**config.mk**
```make
export PLATFORM = sky130hd
export DESIGN_NAME = uart_tx_engine
export DESIGN_NICKNAME = d
export VERILOG_FILES = /design/src/rtl/uart_tx_engine.sv
export SDC_FILE = /design/constraint.sdc
export NUM_CORES = 1
export LEC_CHECK = 0
export BUFFER_PORTS_ARGS = -buffer_cell sky130_fd_sc_hd__buf_2
export CAP_MARGIN = 20
export CORE_MARGIN = 3
export CORE_UTILIZATION = 53
export CTS_CLUSTER_SIZE = 40
export DETAILED_ROUTE_END_ITERATION = 6
export GPL_ROUTABILITY_DRIVEN = 1
export PLACE_DENSITY = 0.75
export SETUP_SLACK_MARGIN = 0.5
export SLEW_MARGIN = 15
export SYNTH_ARGS = -nofsm -noshare
export SYNTH_HDL_FRONTEND = slang
export SYNTH_SLANG_ARGS = --single-unit
```
**constraint.sdc**
```tcl
create_clock -name clk -period 2.1 [get_ports clk]
set_input_delay 0.315 -clock clk [delete_from_list [all_inputs] [get_ports clk]]
set_output_delay 0.315 -clock clk [all_outputs]
set_load 0.01 [all_outputs]
```
**src/rtl/uart_tx_engine.sv**
```systemverilog
// uart_tx_engine
//   Serial transmit engine of the UART peripheral. Takes a byte from the
//   send-data CSR and shifts it out as: start bit, data LSB-first, optional
//   parity bit, then one or two stop bits. Bit timing comes from a down-counter
//   reloaded from the baud divisor at every bit start. Divisor and format
//   fields are captured when a byte is accepted, so CSR writes made while a
//   frame is in flight only affect the next frame.
//
// Ports
//   clk         system clock
//   rst_n       asynchronous active-low reset
//   baud_div    clocks per bit minus 1
//   tx_en       transmitter enable
//   parity_en   append a parity bit
//   parity_odd  1 = odd parity, 0 = even parity
//   two_stop    1 = two stop bits
//   send_valid  send-data CSR holds a byte
//   send_data   byte to transmit
//   send_ready  engine accepts a byte this cycle (combinational)
//   tx          serial line, idle high (registered)
//   tx_busy     frame in progress
//   tx_done     one-cycle pulse when a frame completes
//
// state  | meaning
// -------+---------------------------------------------
// IDLE   | line high, waiting for send_valid & send_ready
// START  | driving the start bit (low)
// DATA   | shifting out payload bits, LSB first
// PARITY | driving the parity bit
// STOP   | driving one or two stop bits (high)

module uart_tx_engine #(
    parameter int DATA_WIDTH = 8,
    parameter int DIV_WIDTH  = 16
) (
    input  logic                  clk,
    input  logic                  rst_n,
    input  logic [DIV_WIDTH-1:0]  baud_div,
    input  logic                  tx_en,
    input  logic                  parity_en,
    input  logic                  parity_odd,
    input  logic                  two_stop,
    input  logic                  send_valid,
    input  logic [DATA_WIDTH-1:0] send_data,
    output logic                  send_ready,
    output logic                  tx,
    output logic                  tx_busy,
    output logic                  tx_done
);

    localparam int BIT_W = (DATA_WIDTH > 1) ? $clog2(DATA_WIDTH) : 1;
    localparam logic [BIT_W-1:0] LAST_BIT = BIT_W'(DATA_WIDTH - 1);

    typedef enum logic [2:0] {
        IDLE   = 3'd0,
        START  = 3'd1,
        DATA   = 3'd2,
        PARITY = 3'd3,
        STOP   = 3'd4
    } state_t;

    state_t                state_q, state_next;
    logic                  tx_q, tx_next;
    logic                  busy_q, busy_next;
    logic                  done_q, done_next;
    logic [DATA_WIDTH-1:0] shift_q, shift_next;
    logic [BIT_W-1:0]      bit_cnt_q, bit_cnt_next;
    logic [DIV_WIDTH-1:0]  baud_cnt_q, baud_cnt_next;
    logic [DIV_WIDTH-1:0]  div_q, div_next;
    logic                  stop_cnt_q, stop_cnt_next;
    logic                  pen_q, pen_next;
    logic                  two_stop_q, two_stop_next;
    logic                  par_q, par_next;
    logic                  bit_end;
    logic                  accept;

    assign send_ready = tx_en & (state_q == IDLE);
    assign accept     = send_valid & send_ready;
    assign bit_end    = (baud_cnt_q == '0);

    always_ff @(posedge clk or negedge rst_n) begin
        if (!rst_n) begin
            state_q    <= IDLE;
            tx_q       <= 1'b1;
            busy_q     <= 1'b0;
            done_q     <= 1'b0;
            shift_q    <= '0;
            bit_cnt_q  <= '0;
            baud_cnt_q <= '0;
            div_q      <= '0;
            stop_cnt_q <= 1'b0;
            pen_q      <= 1'b0;
            two_stop_q <= 1'b0;
            par_q      <= 1'b0;
        end else begin
            state_q    <= state_next;
            tx_q       <= tx_next;
            busy_q     <= busy_next;
            done_q     <= done_next;
            shift_q    <= shift_next;
            bit_cnt_q  <= bit_cnt_next;
            baud_cnt_q <= baud_cnt_next;
            div_q      <= div_next;
            stop_cnt_q <= stop_cnt_next;
            pen_q      <= pen_next;
            two_stop_q <= two_stop_next;
            par_q      <= par_next;
        end
    end

    always_comb begin
        state_next    = state_q;
        tx_next       = tx_q;
        busy_next     = busy_q;
        done_next     = 1'b0;
        shift_next    = shift_q;
        bit_cnt_next  = bit_cnt_q;
        baud_cnt_next = baud_cnt_q;
        div_next      = div_q;
        stop_cnt_next = stop_cnt_q;
        pen_next      = pen_q;
        two_stop_next = two_stop_q;
        par_next      = par_q;

        // Bit timer: reload from the captured divisor at each bit boundary.
        if (state_q != IDLE) begin
            baud_cnt_next = bit_end ? div_q : (baud_cnt_q - DIV_WIDTH'(1));
        end

        case (state_q)
            IDLE: begin
                if (accept) begin
                    state_next    = START;
                    tx_next       = 1'b0;
                    busy_next     = 1'b1;
                    shift_next    = send_data;
                    bit_cnt_next  = '0;
                    stop_cnt_next = 1'b0;
                    baud_cnt_next = baud_div;
                    div_next      = baud_div;
                    pen_next      = parity_en;
                    two_stop_next = two_stop;
                    par_next      = parity_odd ? ~(^send_data) : (^send_data);
                end
            end
            START: begin
                if (bit_end) begin
                    state_next   = DATA;
                    tx_next      = shift_q[0];
                    shift_next   = shift_q >> 1;
                    bit_cnt_next = '0;
                end
            end
            DATA: begin
                if (bit_end) begin
                    if (bit_cnt_q == LAST_BIT) begin
                        if (pen_q) begin
                            state_next = PARITY;
                            tx_next    = par_q;
                        end else begin
                            state_next    = STOP;
                            tx_next       = 1'b1;
                            stop_cnt_next = 1'b0;
                        end
                    end else begin
                        bit_cnt_next = bit_cnt_q + BIT_W'(1);
                        tx_next      = shift_q[0];
                        shift_next   = shift_q >> 1;
                    end
                end
            end
            PARITY: begin
                if (bit_end) begin
                    state_next    = STOP;
                    tx_next       = 1'b1;
                    stop_cnt_next = 1'b0;
                end
            end
            STOP: begin
                if (bit_end) begin
                    // stop_cnt marks that the first of two stop bits is done.
                    if (two_stop_q && !stop_cnt_q) begin
                        stop_cnt_next = 1'b1;
                    end else begin
                        state_next = IDLE;
                        tx_next    = 1'b1;
                        busy_next  = 1'b0;
                        done_next  = 1'b1;
                    end
                end
            end
            default: begin
                state_next = IDLE;
                tx_next    = 1'b1;
                busy_next  = 1'b0;
            end
        endcase
    end

    assign tx      = tx_q;
    assign tx_busy = busy_q;
    assign tx_done = done_q;

endmodule

```
Yosys cells after proc, flatten, opt, wreduce, memory -nomap -nowiden
Cells that the tools add are included.
- input bits: 31
- register bits: 53
- bitwise logic cells: 4
- reduce and logical (&&, ||, !) cells: 15
- add/subtract/negate cells: 2
- equal/unequal tests: 15
- mux-type cells: 47
- operator list (kind ; count):
    2-to-1 mux 16 bit ; 4
    2-to-1 mux 3 bit ; 12
    2-to-1 mux 8 bit ; 4
    case mux 8 bit (3 select lines) ; 1
    2-to-1 mux 1 bit ; 21
    != test 2 bit (second input constant) ; 10
    zero test 16 bit ; 1
    subtractor 16 x 1 -> 16 bit (second input constant) ; 1
    case mux 3 bit (5 select lines) ; 1
    case mux 3 bit (3 select lines) ; 1
    AND reduction 8 bit ; 1
    XOR reduction 8 bit ; 1
    AND reduction 7 bit ; 1
    equality test 3 x 2 -> 1 bit (second input constant) ; 2
    equality test 3 bit (second input constant) ; 2
    AND reduction 6 bit ; 1
    nonzero test 3 bit ; 2
    case mux 1 bit (5 select lines) ; 1
    AND reduction 5 bit ; 1
    case mux 1 bit (4 select lines) ; 1
    AND reduction 4 bit ; 1
    nonzero test 4 bit ; 1
    adder 3 x 1 -> 3 bit (second input constant) ; 1
    equality test 3 x 1 -> 1 bit (second input constant) ; 1
    other kinds (8) ; 10

Longest topological paths before layout
- depth in word-level cells: 5
- mapped depth: 8
- depth with buffers taken out: 7

Worst setup path before layout
OpenSTA, ideal clock, no wires.
- path type: register to register
- start point: reg baud_cnt_q[0]
- end point: reg tx_q, in the netlist tx
- path buffers: 0
- data arrival time: 2.078 ns
- library setup time: 0.085 ns
- data required time: 2.015 ns
- path slack: -0.062 ns
- stages on the path, launching flop included: 8
- path through: dfrtp_1 > inv_1 > ha_1 > or4b_4 > o311ai_4 > o2111ai_4 > a21oi_2 > mux2_1
- longest elaborated chain between the ends: 3
- elaborated cells between the ends (all ways): 6
- those cells by class: eq/ne: 4; reduce/logical: 2
- ends and longest elaborated chain (element ; RTL line ; source):
    start, declared ; 68 ; logic [DIV_WIDTH-1:0] baud_cnt_q, baud_cnt_next;
    start signal, assigned ; 102 ; baud_cnt_q <= baud_cnt_next;
    zero test 16 bit * ; 79 ; assign bit_end = (baud_cnt_q == '0);
    != test 2 bit (no source line) ; n/a ;
    AND reduction 6 bit (no source line) * ; n/a ;
    end signal, assigned ; 97 ; tx_q <= tx_next;
    end, declared ; 63 ; logic tx_q, tx_next;
Mark *: on every way between the ends. The rest lies on a longest branch, timed or not.
A chain may end at the register's enable or synchronous reset.

Worst setup path after layout
Ends and elaborated chain as after synthesis.

==> flow_summary.toml <==
[run_status]
run_status = "finished, violations left"
violations_in_the_final_reports = "negative setup slack"

[cts]
clock_tree.buffer_depth = 2
clk_pin_slew_ns = 0.11
insertion_delay_ns = 0.32
cts_inserted_buffers = 5
number_of_levels_the_h_tree_was_split_into = 2
cts_root_buf = "sky130_fd_sc_hd__clkbuf_8"
numClockSinks = 53
cts_tree = "yes"

[critical_path]
r2r_end = "tx$_DFFE_PN1P_"
crit_arrival_ns = 2.37
setup_slack_on_the_worst_flop_to_flop_path_ns = -0.03
worst_r2r_path_depth = 7
worst_ep_required_time_ns = 2.35
critical_path.reg2reg.startpoint = "baud_cnt_q[0]$_DFF_PN0_"
cp_max_fo = 3
timing_worst_setup_path_type = "flop to flop"
end_kind = "flop"
worstSetupStartpointType = "flop"

[sta]
final.min_clock_period_ns = 2.127
grt_setup_unrepaired = "yes"
hold_viol = 0
final.setup.worst_slack_ns = -0.02729
drv_slew = 0
final-setup-viol-count = 9
final.setup_skew_ns = 0.01086
min_period_over_period_pct = 101.3
sum_neg_setup_slack_ns = -0.1670
slew_headroom_pct = 61.25
maxClockFrequency_mhz = 470.1
worst-slew-pin-transition_ns = 0.5813

[cells_and_area]
multi_input_comb_area_um2 = 1903
area.sequential_um2 = 1333
design_area_um2 = 4136
layout-area-overhead-vs-synth_pct = 33.79
nets = 461
final_cells = 499
antenna_cells_inserted = 0
fillers = 379
fraction_of_final_layout_cells_with_drive_strength_greater_than_1_pct = 37.47

[place]
dpl.hpwl_um = 5684
placed_cells_incl_taps = 467
post_dp_cell_area_um2 = 3528
buffer_ports.inserted = 34
gp_routability_congestion = 0.9100

[logic_synthesis]
synth-edff-count = 0
ys_seq_area_share_pct = 42.94
syn_nets = 383
synth.yosys.warnings = 0
synth-seq-cells = 53
async_flop_share_pct = 100.0
synthesis.instances = 348
post_synth_instance_area_um2 = 3092
yosysUniqueCellTypes = 58
synth_top_flop_cell = "sky130_fd_sc_hd__dfrtp_1"
syn_area_per_cell_um2 = 8.884

[global_routing]
grt_remaining_overflow = 0
number_of_global_route_vias_before_repair = 2955
grt_pass1_wl_um = 14150
grt_start_max_net_pins = 32
antenna_violations_before_repair = 0
global_route.usage.total_pct = 26.89

[routing]
num_vias = 2994
detail_route.iter0.violations = 203
routedWlPerCell_um = 17.63
vias_per_cell = 6.000
totalWireLength_um = 8797
ant_nets = 0
post_detailed_route_drc_marker_count = 0
drt-pass1-iter-count = 5

[pwr]
p_leak_uw = 0.001940
peakVddDrop_v = 0.0004083
total_power_density_per_cell_area_nw_per_um2 = 612.6

[min_path]
hold-path-endpoint = "two_stop_q$_DFFE_PN0P_"
min-delay-start = "two_stop"
whs_path_depth = 3
hold_path_class = "primary input to flop"

[die]
top_level_ports = 35
dieHeight_um = 82.38
area_enclosed_by_the_die_boundary_um2 = 6786
initial_utilization_pct = 55.47
fp-row-count = 27
core-area_um2 = 5574
die_width_um = 82.38

[run]
drv.max_cap_violation_count = 0
==> cells in the mapped netlist (3+ instances only) <==
library cell               count  area (µm²)
sky130_fd_sc_hd__a211o_1       3       26.28
sky130_fd_sc_hd__a211oi_1      5       37.54
sky130_fd_sc_hd__a21o_1        3       22.52
sky130_fd_sc_hd__a21oi_1      11       55.05
sky130_fd_sc_hd__a21oi_2       3       26.28
sky130_fd_sc_hd__clkbuf_1     14       52.55
sky130_fd_sc_hd__dfrtp_1      52        1301
sky130_fd_sc_hd__ha_1          4       50.05
sky130_fd_sc_hd__inv_1         6       22.52
sky130_fd_sc_hd__mux2i_1      11       110.1
sky130_fd_sc_hd__nand2_1      87       326.6
sky130_fd_sc_hd__nand2b_1      4       25.02
sky130_fd_sc_hd__nand3_1       9       45.04
sky130_fd_sc_hd__nand4_1       4       25.02
sky130_fd_sc_hd__nor2_1       16       60.06
sky130_fd_sc_hd__nor3_1       11       55.05
sky130_fd_sc_hd__nor4_1        4       25.02
sky130_fd_sc_hd__o211ai_1      9       67.56
sky130_fd_sc_hd__o21ai_0      19       95.09
sky130_fd_sc_hd__o21ai_1       9       45.04
sky130_fd_sc_hd__o31ai_1       3       22.52
sky130_fd_sc_hd__or3_1         5       31.28
sky130_fd_sc_hd__xnor2_1      11       96.34
==> worst max-delay path: stages, from the launching register on <==
cell and delay, ns:
sky130_fd_sc_hd__dfrtp_1 0.41, sky130_fd_sc_hd__inv_2 0.09, sky130_fd_sc_hd__ha_4 0.13, sky130_fd_sc_hd__or4b_4 0.49
sky130_fd_sc_hd__o311ai_4 0.27, sky130_fd_sc_hd__o2111ai_4 0.19, sky130_fd_sc_hd__a21oi_4 0.18, sky130_fd_sc_hd__mux2_4 0.31
==> state kept, by name, indices dropped and copies added (netlist names) <==
| signal | cells |
|---|---|
| baud_cnt_q | 16 |
| div_q | 16 |
| shift_q | 8 |
| bit_cnt_q | 3 |
| state_q | 3 |
| par_q | 1 |
| pen_q | 1 |
| stop_cnt_q | 1 |
| two_stop_q | 1 |
| tx | 1 |
| tx_busy | 1 |
| tx_done | 1 |
==> stage by stage <==
step | setup slack, ns | utilization, % | power, µW | hold slack [ns]
3_5_place_dp | -0.03385 | 63.30 | 1678 | 0.3412
3_3_place_gp | 0.02995 | 63.30 | 1654 | 0.3413
4_1_cts | -0.01407 | 71.74 | 2508 | 0.1958
6_report | -0.02729 | 74.21 | 2534 | 0.1936
5_1_grt | -0.09565 | 74.21 | 2655 | 0.2017
2_1_floorplan | -0.01012 | - | 1493 | 0.01941
==> cell usage in the layout (no fill, tap or decap), types with 3 or more instances in the layout <==
master,synthesis,final
sky130_fd_sc_hd__a21o_1,3,3
sky130_fd_sc_hd__nand2b_1,4,4
sky130_fd_sc_hd__mux2i_1,11,11
sky130_fd_sc_hd__nand2_4,0,4
sky130_fd_sc_hd__o211ai_1,9,9
sky130_fd_sc_hd__nor3_4,0,3
sky130_fd_sc_hd__dfrtp_2,0,4
sky130_fd_sc_hd__o21ai_0,19,8
sky130_fd_sc_hd__clkbuf_8,2,5
sky130_fd_sc_hd__dfrtp_1,52,48
sky130_fd_sc_hd__nor2_1,16,14
sky130_fd_sc_hd__o21ai_2,0,9
sky130_fd_sc_hd__nand4_1,4,4
sky130_fd_sc_hd__buf_4,1,42
sky130_fd_sc_hd__a21oi_1,11,11
sky130_fd_sc_hd__nor3_1,11,8
sky130_fd_sc_hd__buf_6,2,10
sky130_fd_sc_hd__buf_8,0,3
sky130_fd_sc_hd__ha_1,4,3
sky130_fd_sc_hd__nand3_1,9,8
sky130_fd_sc_hd__o21ai_1,9,11
sky130_fd_sc_hd__buf_2,1,34
sky130_fd_sc_hd__xnor2_1,11,11
sky130_fd_sc_hd__nand2_1,87,74
sky130_fd_sc_hd__nand2_2,0,9
sky130_fd_sc_hd__or3_4,0,3
sky130_fd_sc_hd__inv_1,6,4
sky130_fd_sc_hd__a211oi_1,5,4
==> worst max path at each step <==
stage / from / end / slack, ns / cells past startpoint
2_1_floorplan: baud_cnt_q[0]$_DFF_PN0_ / tx$_DFFE_PN1P_ / -0.01 / 7
3_3_place_gp: baud_cnt_q[0]$_DFF_PN0_ / tx$_DFFE_PN1P_ / 0.03 / 7
3_5_place_dp: baud_cnt_q[0]$_DFF_PN0_ / tx$_DFFE_PN1P_ / -0.03 / 7
4_1_cts: baud_cnt_q[0]$_DFF_PN0_ / tx$_DFFE_PN1P_ / -0.01 / 7
5_1_grt: baud_cnt_q[0]$_DFF_PN0_ / shift_q[7]$_DFFE_PN0P_ / -0.1 / 9
6_report: baud_cnt_q[0]$_DFF_PN0_ / tx$_DFFE_PN1P_ / -0.03 / 7
==> cells by family (layout without fill, tap and decap cells) <==
| logic type | count (synthesis) | after routing | synth area share, % |
|---|---|---|---|
| AO/OA/AOI/OAI | 83 | 83 | 18.98 |
| adder cells (fa/ha/maj) | 4 | 4 | 1.619 |
| flip-flops | 53 | 53 | 42.94 |
| AND/OR/NAND/NOR | 157 | 157 | 24.40 |
| multiplexers | 12 | 12 | 3.926 |
| buffers and inverters | 26 | 105 | 4.452 |
| XOR/XNOR | 13 | 13 | 3.683 |
==> report_power, final <==
group | total [µW] | switching, µW | internal (µW)
Clock | 717 | 360 | 357
Combinational | 610 | 309 | 301
Sequential | 1210 | 94.4 | 1110
Total | 2530 | 763 | 1770
==> final cells by class <==
type	count	share of cell area, %
clock inverter	3	1.119
clock buffer	5	1.664
timing repair buffer	91	16.27
multi-input combinational	269	46.01
inverter	6	0.5445
sequential	53	32.21
tap	72	2.178
==> per-layer routing <==
metal / wire (µm) / part of all wire (%) / GRT usage, % / vias up
li1: - / - / - / 1398
met1: 3731 / 42 / 35.64 / 1445
met2: 4367 / 50 / 45.03 / 131
met3: 526 / 6.0 / 4.121 / 20
met4: 171 / 1.9 / 8.472 / 0
met5: 0 / 0 / 0 / -
==> what timing repair did <==
item	4_1_cts	5_1_grt
resized for setup	59	29
buffers inserted	17	4
gates cloned	2	0
pin swaps	26	16
hold buffers	1	0
hold endpoints to repair	15	0
endpoints found under the setup margin	52	53
Note: power is estimated with default switching activity, not from simulation.
